### src/rtl/keypad_scanner.sv
// Scans a 4x4 active-low keypad, debounces whole-scan results and reports accepted keys.
// Latency: key_valid one cycle after the DB_SCANS-th matching scan evaluation.
// Backpressure: none; key_valid is a single-cycle tick the consumer must take.
module keypad_scanner #(
    parameter int SCAN_DIV = 100_000,
    parameter int DB_SCANS = 4
) (
    input  logic       clk,
    input  logic       reset,
    input  logic [3:0] row,
    output logic [3:0] col,
    output logic [3:0] key_code,
    output logic       key_valid,
    output logic       key_held
);

    localparam int               DIV_W    = $clog2(SCAN_DIV);
    localparam logic [DIV_W-1:0] DIV_LAST = DIV_W'(SCAN_DIV - 1);
    localparam logic [3:0]       DB_MAX   = 4'(DB_SCANS);

    typedef enum logic [1:0] {
        CAND_NONE,
        CAND_KEY,
        CAND_MULTI
    } cand_kind_t;

    typedef enum logic {
        IDLE,
        PRESSED
    } state_t;

    // Row lines are asynchronous to clk.
    logic [3:0] row_meta;
    logic [3:0] row_sync;

    always_ff @(posedge clk or negedge reset) begin
        if (!reset) begin
            row_meta <= 4'hF;
            row_sync <= 4'hF;
        end else begin
            row_meta <= row;
            row_sync <= row_meta;
        end
    end

    logic [DIV_W-1:0] div_cnt;
    logic [1:0]       col_idx;
    logic             tc;
    logic             eval;

    assign tc   = (div_cnt == DIV_LAST);
    assign eval = tc && (col_idx == 2'd3);
    assign col  = ~(4'b0001 << col_idx);

    always_ff @(posedge clk or negedge reset) begin
        if (!reset) begin
            div_cnt <= '0;
            col_idx <= 2'd0;
        end else if (tc) begin
            div_cnt <= '0;
            col_idx <= col_idx + 2'd1;
        end else begin
            div_cnt <= div_cnt + 1'b1;
        end
    end

    // Column 3 is never stored: its rows are used directly on the evaluation cycle.
    logic [11:0] snapshot;

    always_ff @(posedge clk or negedge reset) begin
        if (!reset) begin
            snapshot <= '0;
        end else if (tc) begin
            case (col_idx)
                2'd0:    snapshot[3:0]  <= ~row_sync;
                2'd1:    snapshot[7:4]  <= ~row_sync;
                2'd2:    snapshot[11:8] <= ~row_sync;
                default: ;
            endcase
        end
    end

    logic [15:0] scan_full;
    logic        scan_any;
    logic        scan_multi;
    logic [3:0]  scan_pos;
    cand_kind_t  cls_kind;

    assign scan_full = {~row_sync, snapshot};

    always_comb begin
        scan_any   = 1'b0;
        scan_multi = 1'b0;
        scan_pos   = 4'd0;
        for (int i = 0; i < 16; i++) begin
            if (scan_full[i]) begin
                if (scan_any) begin
                    scan_multi = 1'b1;
                end
                scan_any = 1'b1;
                scan_pos = 4'(i);
            end
        end
    end

    always_comb begin
        cls_kind = CAND_NONE;
        if (scan_multi) begin
            cls_kind = CAND_MULTI;
        end else if (scan_any) begin
            cls_kind = CAND_KEY;
        end
    end

    cand_kind_t cand_kind;
    cand_kind_t cand_kind_n;
    logic [3:0] cand_key;
    logic [3:0] cand_key_n;
    logic [3:0] stab_cnt;
    logic [3:0] stab_cnt_n;
    logic       cand_same;
    logic       accept;

    assign cand_same = (cls_kind == cand_kind) &&
                       ((cls_kind != CAND_KEY) || (scan_pos == cand_key));

    always_comb begin
        cand_kind_n = cand_kind;
        cand_key_n  = cand_key;
        stab_cnt_n  = stab_cnt;
        if (cls_kind == CAND_MULTI) begin
            cand_kind_n = CAND_MULTI;
            cand_key_n  = 4'd0;
            stab_cnt_n  = 4'd0;
        end else if (cand_same) begin
            stab_cnt_n = (stab_cnt == DB_MAX) ? DB_MAX : stab_cnt + 4'd1;
        end else begin
            cand_kind_n = cls_kind;
            cand_key_n  = (cls_kind == CAND_KEY) ? scan_pos : 4'd0;
            stab_cnt_n  = 4'd1;
        end
    end

    // Only the evaluation that first brings the count to DB_SCANS accepts.
    assign accept = eval && (cls_kind != CAND_MULTI) && (stab_cnt_n == DB_MAX) &&
                    !(cand_same && (stab_cnt == DB_MAX));

    always_ff @(posedge clk or negedge reset) begin
        if (!reset) begin
            cand_kind <= CAND_NONE;
            cand_key  <= 4'd0;
            stab_cnt  <= 4'd0;
        end else if (eval) begin
            cand_kind <= cand_kind_n;
            cand_key  <= cand_key_n;
            stab_cnt  <= stab_cnt_n;
        end
    end

    state_t     state;
    state_t     state_n;
    logic [3:0] code_q;
    logic [3:0] code_n;
    logic       valid_q;
    logic       valid_n;

    always_ff @(posedge clk or negedge reset) begin
        if (!reset) begin
            state   <= IDLE;
            code_q  <= 4'd0;
            valid_q <= 1'b0;
        end else begin
            state   <= state_n;
            code_q  <= code_n;
            valid_q <= valid_n;
        end
    end

    always_comb begin
        state_n = state;
        code_n  = code_q;
        valid_n = 1'b0;
        case (state)
            IDLE: begin
                if (accept && (cls_kind == CAND_KEY)) begin
                    state_n = PRESSED;
                    code_n  = scan_pos;
                    valid_n = 1'b1;
                end
            end
            PRESSED: begin
                if (accept) begin
                    if (cls_kind == CAND_NONE) begin
                        state_n = IDLE;
                    end else if (scan_pos != code_q) begin
                        code_n  = scan_pos;
                        valid_n = 1'b1;
                    end
                end
            end
            default: state_n = IDLE;
        endcase
    end

    assign key_code  = code_q;
    assign key_valid = valid_q;
    assign key_held  = (state == PRESSED);

endmodule

### config.mk
export PLATFORM = sky130hd
export DESIGN_NAME = keypad_scanner
export DESIGN_NICKNAME = d
export VERILOG_FILES = /design/src/rtl/keypad_scanner.sv
export SDC_FILE = /design/constraint.sdc
export NUM_CORES = 1
export LEC_CHECK = 0
export CORE_MARGIN = 10
export CORE_UTILIZATION = 45
export CTS_BUF_LIST = sky130_fd_sc_hd__clkbuf_8
export DETAILED_ROUTE_END_ITERATION = 8
export GPL_ROUTABILITY_DRIVEN = 0
export HOLD_SLACK_MARGIN = 0.08
export SYNTH_ARGS = -nofsm -noshare
export SYNTH_HDL_FRONTEND = slang
export SYNTH_SLANG_ARGS = --single-unit
### constraint.sdc
create_clock -name clk -period 3.5 [get_ports clk]
set_input_delay 0.7 -clock clk [delete_from_list [all_inputs] [get_ports clk]]
set_output_delay 0.7 -clock clk [all_outputs]
set_load 0.05 [all_outputs]
# Word-level counts from Yosys, hierarchy flattened
# Index checks and enable logic that the tools add are counted.
# classes
n_addsub,3
eq_ne,18
n_shift,1
muxes,85
bitwise_logic,3
n_reduce_logical,16
# op_table
operator,count
2-to-1 mux 4 bit,24
2-to-1 mux 1 bit,54
adder 17 x 1 -> 17 bit (second input constant),1
== test 17 bit (second input constant),1
2-to-1 mux 17 bit,1
== test 4 x 3 -> 1 bit (second input constant),2
!= test 2 bit (second input constant),4
NOT 4 bit,2
case mux 4 bit (2 select lines),1
AND reduction 2 bit,4
logical AND 1 bit,7
== test 2 bit (second input constant),3
2-to-1 mux 2 bit,3
!= test 2 x 1 -> 1 bit (second input constant),3
adder 4 x 1 -> 4 bit (second input constant),1
== test 2 x 1 -> 1 bit (second input constant),2
== test 4 bit,1
zero test 2 bit,2
!= test 4 bit,1
case mux 1 bit (2 select lines),2
AND reduction 4 bit,1
<< shifter 1 x 2 -> 4 bit (first input constant),1
adder 2 x 1 -> 2 bit (second input constant),1
== test 2 bit,1
other kinds (3),3
# word_totals
register_bits,55
inputBits,6

# Longest topological paths before layout
# Gate-level depths: netlist of run 1.
# logic_depth
word_depth,43
ltp_mapped,10
depth_no_buf,8

# Least setup slack after synthesis of run 1
# No wires, ideal clock.
# synth_path
kind,register to register
startpoint,register row_sync[3]
endpoint,"register code_q[3], in the netlist key_code[3]"
setup_time_ns,0.125
t_arrival_ns,2.523
required_ns,3.375
setup_slack_ns,0.852
stages_incl_launch_ff,11
n_path_buf,2
path_cell_list,dfstp_2 clkbuf_1 nand4_1 nand2b_1 buf_2 nor3_1 a21oi_1 a2111o_1 a21oi_4 nand4b_4 mux2_4
# synth_via
elab_chain_len,15
elab_cells_between_ends,35
classes_between,eq/ne: 12; mux: 12; bitwise: 1; reduce/logical: 10
# synth_lines
item,line,source
from (decl),34,logic [3:0] row_sync;
from (signal assigned),42,row_sync <= row_meta;
NOT 4 bit *,89,"assign scan_full = {~row_sync, snapshot};"
2-to-1 mux 1 bit,96,if (scan_full[i]) begin
2-to-1 mux 1 bit,110,end else if (scan_any) begin
2-to-1 mux 2 bit,108,if (scan_multi) begin
!= test 2 x 1 -> 1 bit,125,((cls_kind != CAND_KEY) || (scan_pos == cand_key));
logical OR 1 bit,125,
logical AND 1 bit,124,assign cand_same = (cls_kind == cand_kind) &&
2-to-1 mux 4 bit,135,end else if (cand_same) begin
2-to-1 mux 4 bit,131,if (cls_kind == CAND_MULTI) begin
== test 4 x 3 -> 1 bit,145,assign accept = eval && (cls_kind != CAND_MULTI) && (stab_cnt_n == DB_MAX) &&
logical AND 1 bit (2 in series),145,
logical AND 1 bit,185,if (accept && (cls_kind == CAND_KEY)) begin
!= test 2 bit (no source line),-,
AND reduction 4 bit (no source line),-,
to (signal assigned),174,code_q <= code_n;
to (decl),162,logic [3:0] code_q;
# Mark *: on every way between the ends. The rest lies on a longest branch, timed or not. The select of a mux whose other input is x is not followed.
# A chain may end at the register's enable or synchronous reset.

# Worst setup path in the final report of run 1
# layout_path
startpoint,register snapshot[8]
endpoint,"register code_q[3], in the netlist key_code[3]"
# layout_via
elab_chain_len,27
elab_cells_between_ends,62
classes_between,eq/ne: 12; mux: 40; reduce/logical: 10
# layout_lines
item,line,source
from (decl),68,logic [11:0] snapshot;
from (signal assigned),77,2'd2: snapshot[11:8] <= ~row_sync;
2-to-1 mux 1 bit,96,
2-to-1 mux 1 bit,97,if (scan_any) begin
2-to-1 mux 1 bit,96,
2-to-1 mux 1 bit,97,
2-to-1 mux 1 bit,96,
2-to-1 mux 1 bit,97,
2-to-1 mux 1 bit,96,
2-to-1 mux 1 bit,97,
[10 not listed],-,
logical AND 1 bit,124,
2-to-1 mux 4 bit,135,
2-to-1 mux 4 bit,131,
== test 4 x 3 -> 1 bit,145,
logical AND 1 bit (2 in series),145,
logical AND 1 bit,185,
!= test 2 bit (no source line),-,
AND reduction 4 bit (no source line),-,
# Several ways; a longest one is shown, not always the timed one. The select of a mux whose other input is x is not followed.

==> results.sh, run 1 <==
export IMPL_firstDrtPassIters=4
export IMPL_synth_cell_area_um2=2861
export IMPL_p_sw_uw=236.4
export IMPL_synth_top_area_frac=0.4110
export IMPL_drt_iter0_drc=156
export IMPL_clock_skew_ns=0.007396
export IMPL_fp_dieH_um=99.74
export IMPL_ant_nets=0
export IMPL_start_util=0.4721
export IMPL_ys_seq_elements=55
export IMPL_p_comb_frac=0.034
export IMPL_route_vias_total=2109
export IMPL_switching_share=0.2100
export IMPL_ys_types=54
export IMPL_power_internal_uw=889.1
export IMPL_portBuffers=15
export IMPL_finalCritPeriodShare=0.7889
export IMPL_grt_max_degree=39
export IMPL_cp_start_kind="flip-flop"
export IMPL_synth_edf_count=0
export IMPL_power_frac_clock=0.387
export IMPL_viasPerCell=5.521
export IMPL_overflow=0
export IMPL_path_clk_slew_ns=0.10
export IMPL_area_growth_syn_to_layout_pct=11.72
export IMPL_synthArstFlopShare=1.000
export IMPL_final_cells=382
export IMPL_avgRoutedWirePerCell_um=14.74
export IMPL_wl_um=5631
export IMPL_cp_required_ns=3.70
export IMPL_power_total_mw=1.125
export IMPL_dieWidth_um=99.74
export IMPL_post_cts_buffers=0
export IMPL_maxCapViolCount=0
export IMPL_p_per_area_nw_per_um2=352.0
export IMPL_hold_violations=0
export IMPL_n_fill_cell=568
export IMPL_setup_viol=0
export IMPL_cp_end_kind="flip-flop"
export IMPL_synth_ff_type="dfrtp_1"
export IMPL_rows=28
export IMPL_synth_top_cell_by_area="dfrtp_1"
export IMPL_syn_inst=290
export IMPL_post_cts_resized=0
export IMPL_grt_pass1_vias=2005
export IMPL_grt_pass1_wl_um=9729
export IMPL_clockBufferDepth=2
export IMPL_synth_area_leaders="dfrtp_1, dfstp_2, nand2_1"
export IMPL_p_leak_nw=1.385
export IMPL_grt_usage=0.1171
export IMPL_cp_max_fo=8
export IMPL_coreArea_um2=6061
export IMPL_postSynthAreaPerCell_um2=9.867
export IMPL_drcViolationCount=0
export IMPL_antenna_cells=0
export IMPL_ioPinCount=16
export IMPL_arrival_ns=2.96
export IMPL_setup_tns_ns=0
export IMPL_dieArea_um2=9948
export IMPL_worstMarginPinSlew_ns=0.8391
export IMPL_vdd_drop_max_v=0.0002074
export IMPL_cts_tree="done"
export IMPL_drive_above_1_share=0.1010
export IMPL_worst_slew_margin_rel=0.4406
export IMPL_status="finished, final reports clean"
export IMPL_final_nets=319
export IMPL_antenna_found_initial=0
export IMPL_max_freq_mhz=362.2
export IMPL_cts_sinks=55
export IMPL_rsz0062_at_grt="false"
export IMPL_slew_violations=0
export IMPL_seq_area_frac_synth=0.4845
export IMPL_ctsHtreeMaxLevel=2
export IMPL_cts_made_buffers=5
export IMPL_worstSetupPathType="reg -> reg"
export IMPL_syn_num_nets=303
export IMPL_hpwl_um=4106
export IMPL_period_needed_ns=2.761
export IMPL_clk_latency_ns=0.30
export IMPL_p_seq_frac=0.579
export IMPL_place_inst=374
export IMPL_clock_root_buffer="clkbuf_8"
export IMPL_synth_warnings=0
export IMPL_hp_class="reg -> reg"
export IMPL_cts_hold_buf=0
==> cells in the final DEF, fill, tap and decap left out, types with 2 or more instances in the layout <==
| master | netlist | layout |
|---|---|---|
| a22o_1 | 2 | 2 |
| nand4_1 | 6 | 6 |
| nor3_1 | 5 | 5 |
| or3_1 | 3 | 3 |
| nor4_1 | 2 | 2 |
| clkbuf_8 | 0 | 6 |
| and3_1 | 2 | 2 |
| nor2_1 | 25 | 25 |
| xor2_1 | 9 | 9 |
| a21oi_1 | 14 | 14 |
| and2_1 | 3 | 3 |
| dfrtp_1 | 47 | 47 |
| dfstp_2 | 8 | 8 |
| nor2b_1 | 2 | 2 |
| o21ai_0 | 19 | 19 |
| o21ai_1 | 2 | 2 |
| xnor2_1 | 12 | 12 |
| inv_1 | 17 | 17 |
| nand2b_1 | 5 | 5 |
| clkdlybuf4s50_1 | 0 | 14 |
| nand4b_1 | 2 | 2 |
| o211ai_1 | 4 | 4 |
| mux2i_1 | 4 | 4 |
| nand3_1 | 16 | 16 |
| nand2_1 | 32 | 32 |
| a31oi_1 | 2 | 2 |
| ha_1 | 7 | 7 |
| nor4_4 | 2 | 2 |
| a21oi_4 | 2 | 2 |
| o2bb2ai_1 | 4 | 4 |
| buf_4 | 1 | 3 |
==> flip-flops by register name, summed over array words and instances, names as in the netlist <==
signal / flops
col_idx: 2
row_meta: 4
cand_kind: 2
stab_cnt: 4
cand_key: 4
row_sync: 4
div_cnt: 17
snapshot: 12
key_valid: 1
key_code: 4
key_held: 1
==> cell type report <==
cell class / instances / area [µm²] / area share
clock buffer: 6 / 82.58 / 0.02583
clock inverter: 2 / 35.03 / 0.01096
inverter: 17 / 63.81 / 0.01996
multi-input combinational: 209 / 1368 / 0.4278
sequential: 55 / 1386 / 0.4337
tap: 75 / 93.84 / 0.02935
timing repair buffer: 18 / 167.7 / 0.05245
==> Yosys cell counts, drive strengths merged, types with 2 or more instances <==
master,n
or4,2
nand4b,3
a21oi,16
o2bb2ai,4
a31oi,2
o211ai,4
nand2b,5
dfrtp,47
and2,3
nor2,25
nor4,5
nor3,5
nor2b,2
and3,2
ha,7
clkbuf,3
mux2,2
xnor2,12
o21ai,21
nand2,32
buf,6
mux2i,4
xor2,9
nand4,6
or3,3
inv,17
dfstp,8
nand3,16
a211oi,2
a22o,2
==> per-stage QoR <==
| step | worst slack, ns | utilization | instance area [µm²] | hold WS, ns |
|---|---|---|---|---|
| after floorplan | 0.8523 | - | 2861 | 0.3452 |
| after global routing | 0.5225 | 0.5275 | 3197 | 0.3659 |
| after detailed placement | 0.7365 | 0.5081 | 3079 | 0.3485 |
| after global placement | 0.7799 | 0.5081 | 3079 | 0.3457 |
| final | 0.7389 | 0.5275 | 3197 | 0.3608 |
| after CTS | 0.7207 | 0.5275 | 3197 | 0.3632 |
==> final timing paths <==
kind | start | cells past startpoint | endpoint | slack, ns
setup / recovery | snapshot[8] | 8 | key_code[3] | 0.74
hold / removal | row_meta[2] | 0 | row_sync[2] | 0.36
setup reg to reg | snapshot[8] | 8 | key_code[3] | 0.74
hold reg to reg | row_meta[2] | 0 | row_sync[2] | 0.36
max in group asynchronous | reset | 2 | div_cnt[12] | 2.23
min in group asynchronous | reset | 1 | snapshot[3] | 0.49
==> metal layers <==
| layer | track usage | wire length, µm | vias to the layer above |
|---|---|---|---|
| met1 | 0.1633 | 2753 | 995 |
| met2 | 0.1727 | 2475 | 60 |
| met3 | 0.03391 | 367 | 4 |
| met4 | 0.02977 | 34 | 0 |
| li1 | - | - | 1050 |
| met5 | 0 | 0 | - |
==> power by group through the flow <==
stage               Sequential [mW]  Combinational, mW  Clock [mW]
finish                        0.651             0.0379       0.436
global route                  0.653             0.0432       0.474
floorplan                     0.657             0.0210           0
global placement              0.663             0.0389           0
detailed placement            0.663             0.0393           0
CTS                           0.651             0.0393       0.455
==> kinds of logic after synthesis <==
family | after synthesis | synth area share
xor gates and xnor gates | 21 | 0.06428
adders and majority gates | 8 | 0.03410
muxes | 6 | 0.02317
buffers and inverters | 26 | 0.03760
and+or+nand+nor | 113 | 0.2138
DFF | 55 | 0.4845
AOI/OAI and AO/OA | 61 | 0.1426
==> worst max-delay path: stages, from the launching register on <==
cell and delay, ns:
dfrtp_1 0.50, nor4_4 0.43, nand2b_1 0.24, nor3_1 0.22, a21oi_1 0.06, a2111o_1 0.48, a21oi_4 0.23, nand4b_4 0.17
mux2_4 0.32
Note: power is estimated with default switching activity, not from simulation.
==> inputs of run 2 (changes only) <==
Settings changed: PLACE_DENSITY set to 0.65.
Clock period 3.5 ns to 2.25 ns, I/O delays scaled along.
==> results.sh, run 2 (synthesis gave the netlist of run 1 again) <==
export IMPL_status="finished with violations"
export IMPL_violations="negative setup slack"
export IMPL_setup_tns_ns=-3.065
export IMPL_cp_slowest_cell="or4_4"
export IMPL_drt_iter0_drc=109
export IMPL_reg_top3="div_cnt x17, snapshot x12"
export IMPL_worst_slew_margin_rel=0.6670
export IMPL_clock_skew_ns=0.005541
export IMPL_r2r_slack_ns=-0.27
export IMPL_cp_start_kind="flip-flop"
export IMPL_cp_cell_sequence="or4_4 -> a21oi_4 -> xor2_1 -> nand2_1 -> a2111o_1 -> a21oi_4 -> nand4b_4 -> mux2_4"
export IMPL_final_nets=373
export IMPL_clk_latency_ns=0.31
export IMPL_rows=28
export IMPL_hpwl_um=4520
export IMPL_hp_class="in -> async"
export IMPL_antenna_found_initial=0
export IMPL_drcViolationCount=0
export IMPL_ant_nets=0
export IMPL_dieArea_um2=9948
export IMPL_clock_root_buffer="clkbuf_8"
export IMPL_cts_sinks=55
export IMPL_worstMarginPinSlew_ns=0.4979
export IMPL_rr_endpoint="key_code[3]"
export IMPL_firstDrtPassIters=4
export IMPL_cp_startpoint="snapshot[7]"
export IMPL_hold_violations=0
export IMPL_route_vias_total=2257
export IMPL_cp_max_fo=4
export IMPL_antenna_cells=0
export IMPL_max_freq_mhz=396.9
export IMPL_avgRoutedWirePerCell_um=13.93
export IMPL_drive_above_1_share=0.2881
export IMPL_fp_dieH_um=99.74
export IMPL_p_per_area_nw_per_um2=451.1
export IMPL_clockBufferDepth=2
export IMPL_maxCapViolCount=0
export IMPL_slew_violations=0
export IMPL_crit_path_max_incr_delay_ns=0.59
export IMPL_rr_worst_depth=8
export IMPL_timing_final_ws_setup_ns=-0.2697
export IMPL_setup_viol=15
export IMPL_finalCritPeriodShare=1.120
export IMPL_final_common_cell="buf_4"
export IMPL_cp_num_buf_inv=0
export IMPL_start_util=0.4721
export IMPL_wl_um=6075
export IMPL_grt_pass1_vias=2272
export IMPL_area_growth_syn_to_layout_pct=28.55
export IMPL_whs_ns=0.1111
export IMPL_rsz0062_at_grt="true"
export IMPL_final_cell_mix="buf_4, dfrtp_1, nand2_1, nor2_1, o21ai_0"
export IMPL_place_area_um2=3483
export IMPL_arrival_ns=2.73
export IMPL_dieWidth_um=99.74
export IMPL_coreArea_um2=6061
export IMPL_p_leak_nw=1.667
export IMPL_grt_pass1_wl_um=10660
export IMPL_path_common_cell="a21oi_4"
export IMPL_grt_max_degree=56
export IMPL_crit_family="compound AO/OA/AOI/OAI gates"
export IMPL_cp_required_ns=2.46
export IMPL_ioPinCount=16
export IMPL_regToRegStartpoint="snapshot[7]"
export IMPL_overflow=0
export IMPL_final_area_um2=3679
export IMPL_grt_usage=0.1275
export IMPL_portBuffers=15
export IMPL_cts_made_buffers=5
export IMPL_top_register="div_cnt"
export IMPL_ctsHtreeMaxLevel=2
export IMPL_largest_reg_flops=17
export IMPL_period_needed_ns=2.520
export IMPL_vdd_drop_max_v=0.0002818
export IMPL_cp_end_kind="flip-flop"
export IMPL_path_clk_slew_ns=0.10
export IMPL_cts_tree="done"
export IMPL_worstSetupPathType="reg -> reg"
export IMPL_viasPerCell=5.177
## run 2: metal layers
metal | global-route usage | share of wire
met1 | 0.1629 | 0.48
met2 | 0.2086 | 0.47
met3 | 0.02837 | 0.034
met4 | 0.03969 | 0.012
met5 | 0 | 0
## run 2: worst max path at each step
stage / to / cells past startpoint / slack, ns
6_report: key_code[3] / 8 / -0.27
5_1_grt: key_code[3] / 8 / -0.40
4_1_cts: key_code[3] / 8 / -0.24
3_5_place_dp: key_code[3] / 8 / -0.29
3_3_place_gp: key_code[3] / 8 / -0.19
2_1_floorplan: key_code[3] / 8 / -0.28
## run 2: per-stage QoR
| stage | utilization | cells | total power, mW | setup WS (ns) |
|---|---|---|---|---|
| finish | 0.6069 | 436 | 1.660 | -0.2697 |
| global route | 0.6069 | 436 | 1.727 | -0.3957 |
| floorplan | - | 290 | 1.058 | -0.2777 |
| CTS | 0.5968 | 435 | 1.681 | -0.2429 |
| global placement | 0.5747 | 426 | 1.118 | -0.1893 |
| detailed placement | 0.5747 | 426 | 1.119 | -0.2923 |
## run 2: cell type report
type	count	area (µm²)
Timing Repair Buffer	72	579.3
Fill cell	528	2382
Inverter	17	63.81
Sequential cell	55	1386
Multi-Input combinational cell	209	1464
Clock buffer	5	68.82
Clock inverter	3	22.52
Tap cell	75	93.84
## run 2: power by group
part,internal (mW),switching [mW]
logic,0.0431,0.0526
registers,1.00,0.00377
clock network,0.224,0.335
## run 2: worst register-to-register path: stages (launching register included)
cell and delay [ns]:
dfrtp_1 0.39, or4_4 0.59, a21oi_4 0.18, xor2_1 0.15, nand2_1 0.06, a2111o_1 0.38, a21oi_4 0.22, nand4b_4 0.13
mux2_4 0.31
## run 2: timing repair
action                                  in CTS  in global routing
pin swaps                                    2                  5
hold buffers                                 0                  0
setup buffers                                1                  1
endpoints found under the setup margin      15                 16
resized for setup                            8                  9
==> inputs of run 3 (changes only) <==
Clock period 2.25 ns to 2.2 ns, I/O delays scaled along.
==> results.sh, run 3 (synthesis gave the netlist of run 1 again) <==
export IMPL_cp_start_kind="flip-flop"
export IMPL_reg_top3="div_cnt x17, snapshot x12"
export IMPL_groute_layer_met1_usage=0.1644
export IMPL_max_freq_mhz=391.0
export IMPL_arrival_ns=2.76
export IMPL_clockBufferDepth=2
export IMPL_firstDrtPassIters=4
export IMPL_p_sw_uw=421.7
export IMPL_top_register="div_cnt"
export IMPL_grt_max_degree=56
export IMPL_clock_skew_ns=0.01631
export IMPL_vdd_drop_max_v=0.0003553
export IMPL_slew_violations=0
export IMPL_largest_reg_flops=17
export IMPL_multi_input_area_um2=1441
export IMPL_antenna_found_initial=0
export IMPL_grt_pass1_wl_um=10790
export IMPL_worstSetupPathType="reg -> reg"
export IMPL_grt_usage=0.1287
export IMPL_period_needed_ns=2.558
export IMPL_antenna_cells=0
export IMPL_final_nets=378
export IMPL_maxCapViolCount=0
export IMPL_ant_nets=0
export IMPL_rsz0062_at_grt="true"
export IMPL_hp_class="in -> async"
export IMPL_power_internal_mw=1.300
export IMPL_coreArea_um2=6061
export IMPL_dieArea_um2=9948
export IMPL_setup_viol=15
export IMPL_path_clk_slew_ns=0.12
export IMPL_ctsHtreeMaxLevel=2
export IMPL_cts_made_buffers=5
export IMPL_worstMarginPinSlew_ns=0.7001
export IMPL_clock_root_buffer="clkbuf_8"
export IMPL_use_met3=0.03045
export IMPL_timing_final_ws_setup_ns=-0.3575
export IMPL_p_comb_frac=0.054
export IMPL_post_place_ws_ns=-0.3226
export IMPL_overflow=0
export IMPL_grt_met2_usage=0.2086
export IMPL_rows=28
export IMPL_p_per_area_nw_per_um2=467.4
export IMPL_start_util=0.4721
export IMPL_cp_required_ns=2.41
export IMPL_hold_violations=0
export IMPL_final_cell_mix="buf_4, dfrtp_1, nand2_1, nor2_1, o21ai_0"
export IMPL_drt_iter0_drc=79
export IMPL_switching_share=0.2449
export IMPL_fp_dieH_um=99.74
export IMPL_worst_slew_margin_rel=0.5333
export IMPL_hpwl_um=4450
export IMPL_p_seq_frac=0.598
export IMPL_dieWidth_um=99.74
export IMPL_drcViolationCount=0
export IMPL_cts_sinks=55
export IMPL_area_growth_syn_to_layout_pct=28.73
export IMPL_portBuffers=15
export IMPL_final_common_cell="buf_4"
export IMPL_p_leak_nw=1.683
export IMPL_power_frac_clock=0.348
export IMPL_n_fill_cell=525
export IMPL_clk_latency_ns=0.32
export IMPL_power_total_mw=1.722
export IMPL_wl_um=6097
export IMPL_route_vias_total=2316
export IMPL_cp_end_kind="flip-flop"
export IMPL_layout_area_seq_um2=1388
export IMPL_finalCritPeriodShare=1.162
export IMPL_ioPinCount=16
export IMPL_busiest_layer="met2"
export IMPL_drive_above_1_share=0.2951
export IMPL_viasPerCell=5.252
export IMPL_cts_tree="done"
export IMPL_status="finished with violations"
export IMPL_avgRoutedWirePerCell_um=13.83
export IMPL_violations="negative setup slack"
export IMPL_grt_pass1_vias=2376
export IMPL_cp_max_fo=5
run 3: cell count changes in the layout (fill, tap and decap cells not counted), sizes merged:
cell	before	now
clkinvlp	0	1
clkinv	2	1
buf	62	67
run 3: path summary, 6_finish.rpt:
check / slack [ns] / from / depth (start not counted) / end
worst min register to register: 0.36 / row_meta[1] / 0 / row_sync[1]
max in group asynchronous: 1.49 / reset / 2 / stab_cnt[0]
min in group clk: 0.36 / row_meta[1] / 0 / row_sync[1]
worst min-delay path: 0.22 / reset / 2 / snapshot[1]
worst max-delay path: -0.36 / snapshot[7] / 8 / key_held
worst max register to register: -0.36 / snapshot[7] / 8 / key_held
run 3: routing by layer:
layer	up-vias	share of wire
met3	11	0.035
met4	0	0.016
met1	1102	0.49
li1	1170	-
met5	-	0
met2	33	0.46
run 3: cell type report:
| type | instances | area share |
|---|---|---|
| multi-input cells | 209 | 0.3913 |
| well taps | 75 | 0.02548 |
| repair buffers | 77 | 0.1630 |
| clock inverters | 3 | 0.007473 |
| flip-flops and latches | 55 | 0.3767 |
| clock buffers | 5 | 0.01868 |
| inverters | 17 | 0.01732 |
run 3: power groups by stage:
stage / Combinational [mW] / Clock (mW) / Sequential (mW)
after floorplan: 0.0366 / 0 / 1.04
after global placement: 0.0894 / 0 / 1.05
after detailed placement: 0.0903 / 0 / 1.05
after CTS: 0.0914 / 0.621 / 1.03
after global routing: 0.104 / 0.655 / 1.03
final: 0.0936 / 0.598 / 1.03
run 3: worst max-delay path, cell delays in order, from the launching register on:
cell	delay, ns
dfrtp_1	0.40
or4_4	0.59
nor4_2	0.33
o211ai_1	0.16
a21oi_2	0.19
nand4_1	0.25
nor2_1	0.16
nand2_1	0.07
mux2_4	0.30
run 3: repair_timing:
item                                    in CTS  in global routing
hold buffers                                 0                  0
pin swaps                                    4                  1
buffers inserted                             3                  1
endpoints found under the setup margin      16                 16
resized for setup                            7                  8
gates cloned                                 0                  0
run 3: stage by stage:
stage	TNS, ns	instance area (µm²)	hold slack (ns)	cells	utilization
2_1_floorplan	-2.855	2890	0.1444	290	-
3_3_place_gp	-3.495	3493	0.3457	429	0.5764
3_5_place_dp	-3.962	3493	0.3468	429	0.5764
4_1_cts	-3.735	3636	0.2575	440	0.5999
5_1_grt	-5.824	3684	0.2868	441	0.6078
6_report	-4.341	3684	0.2224	441	0.6078
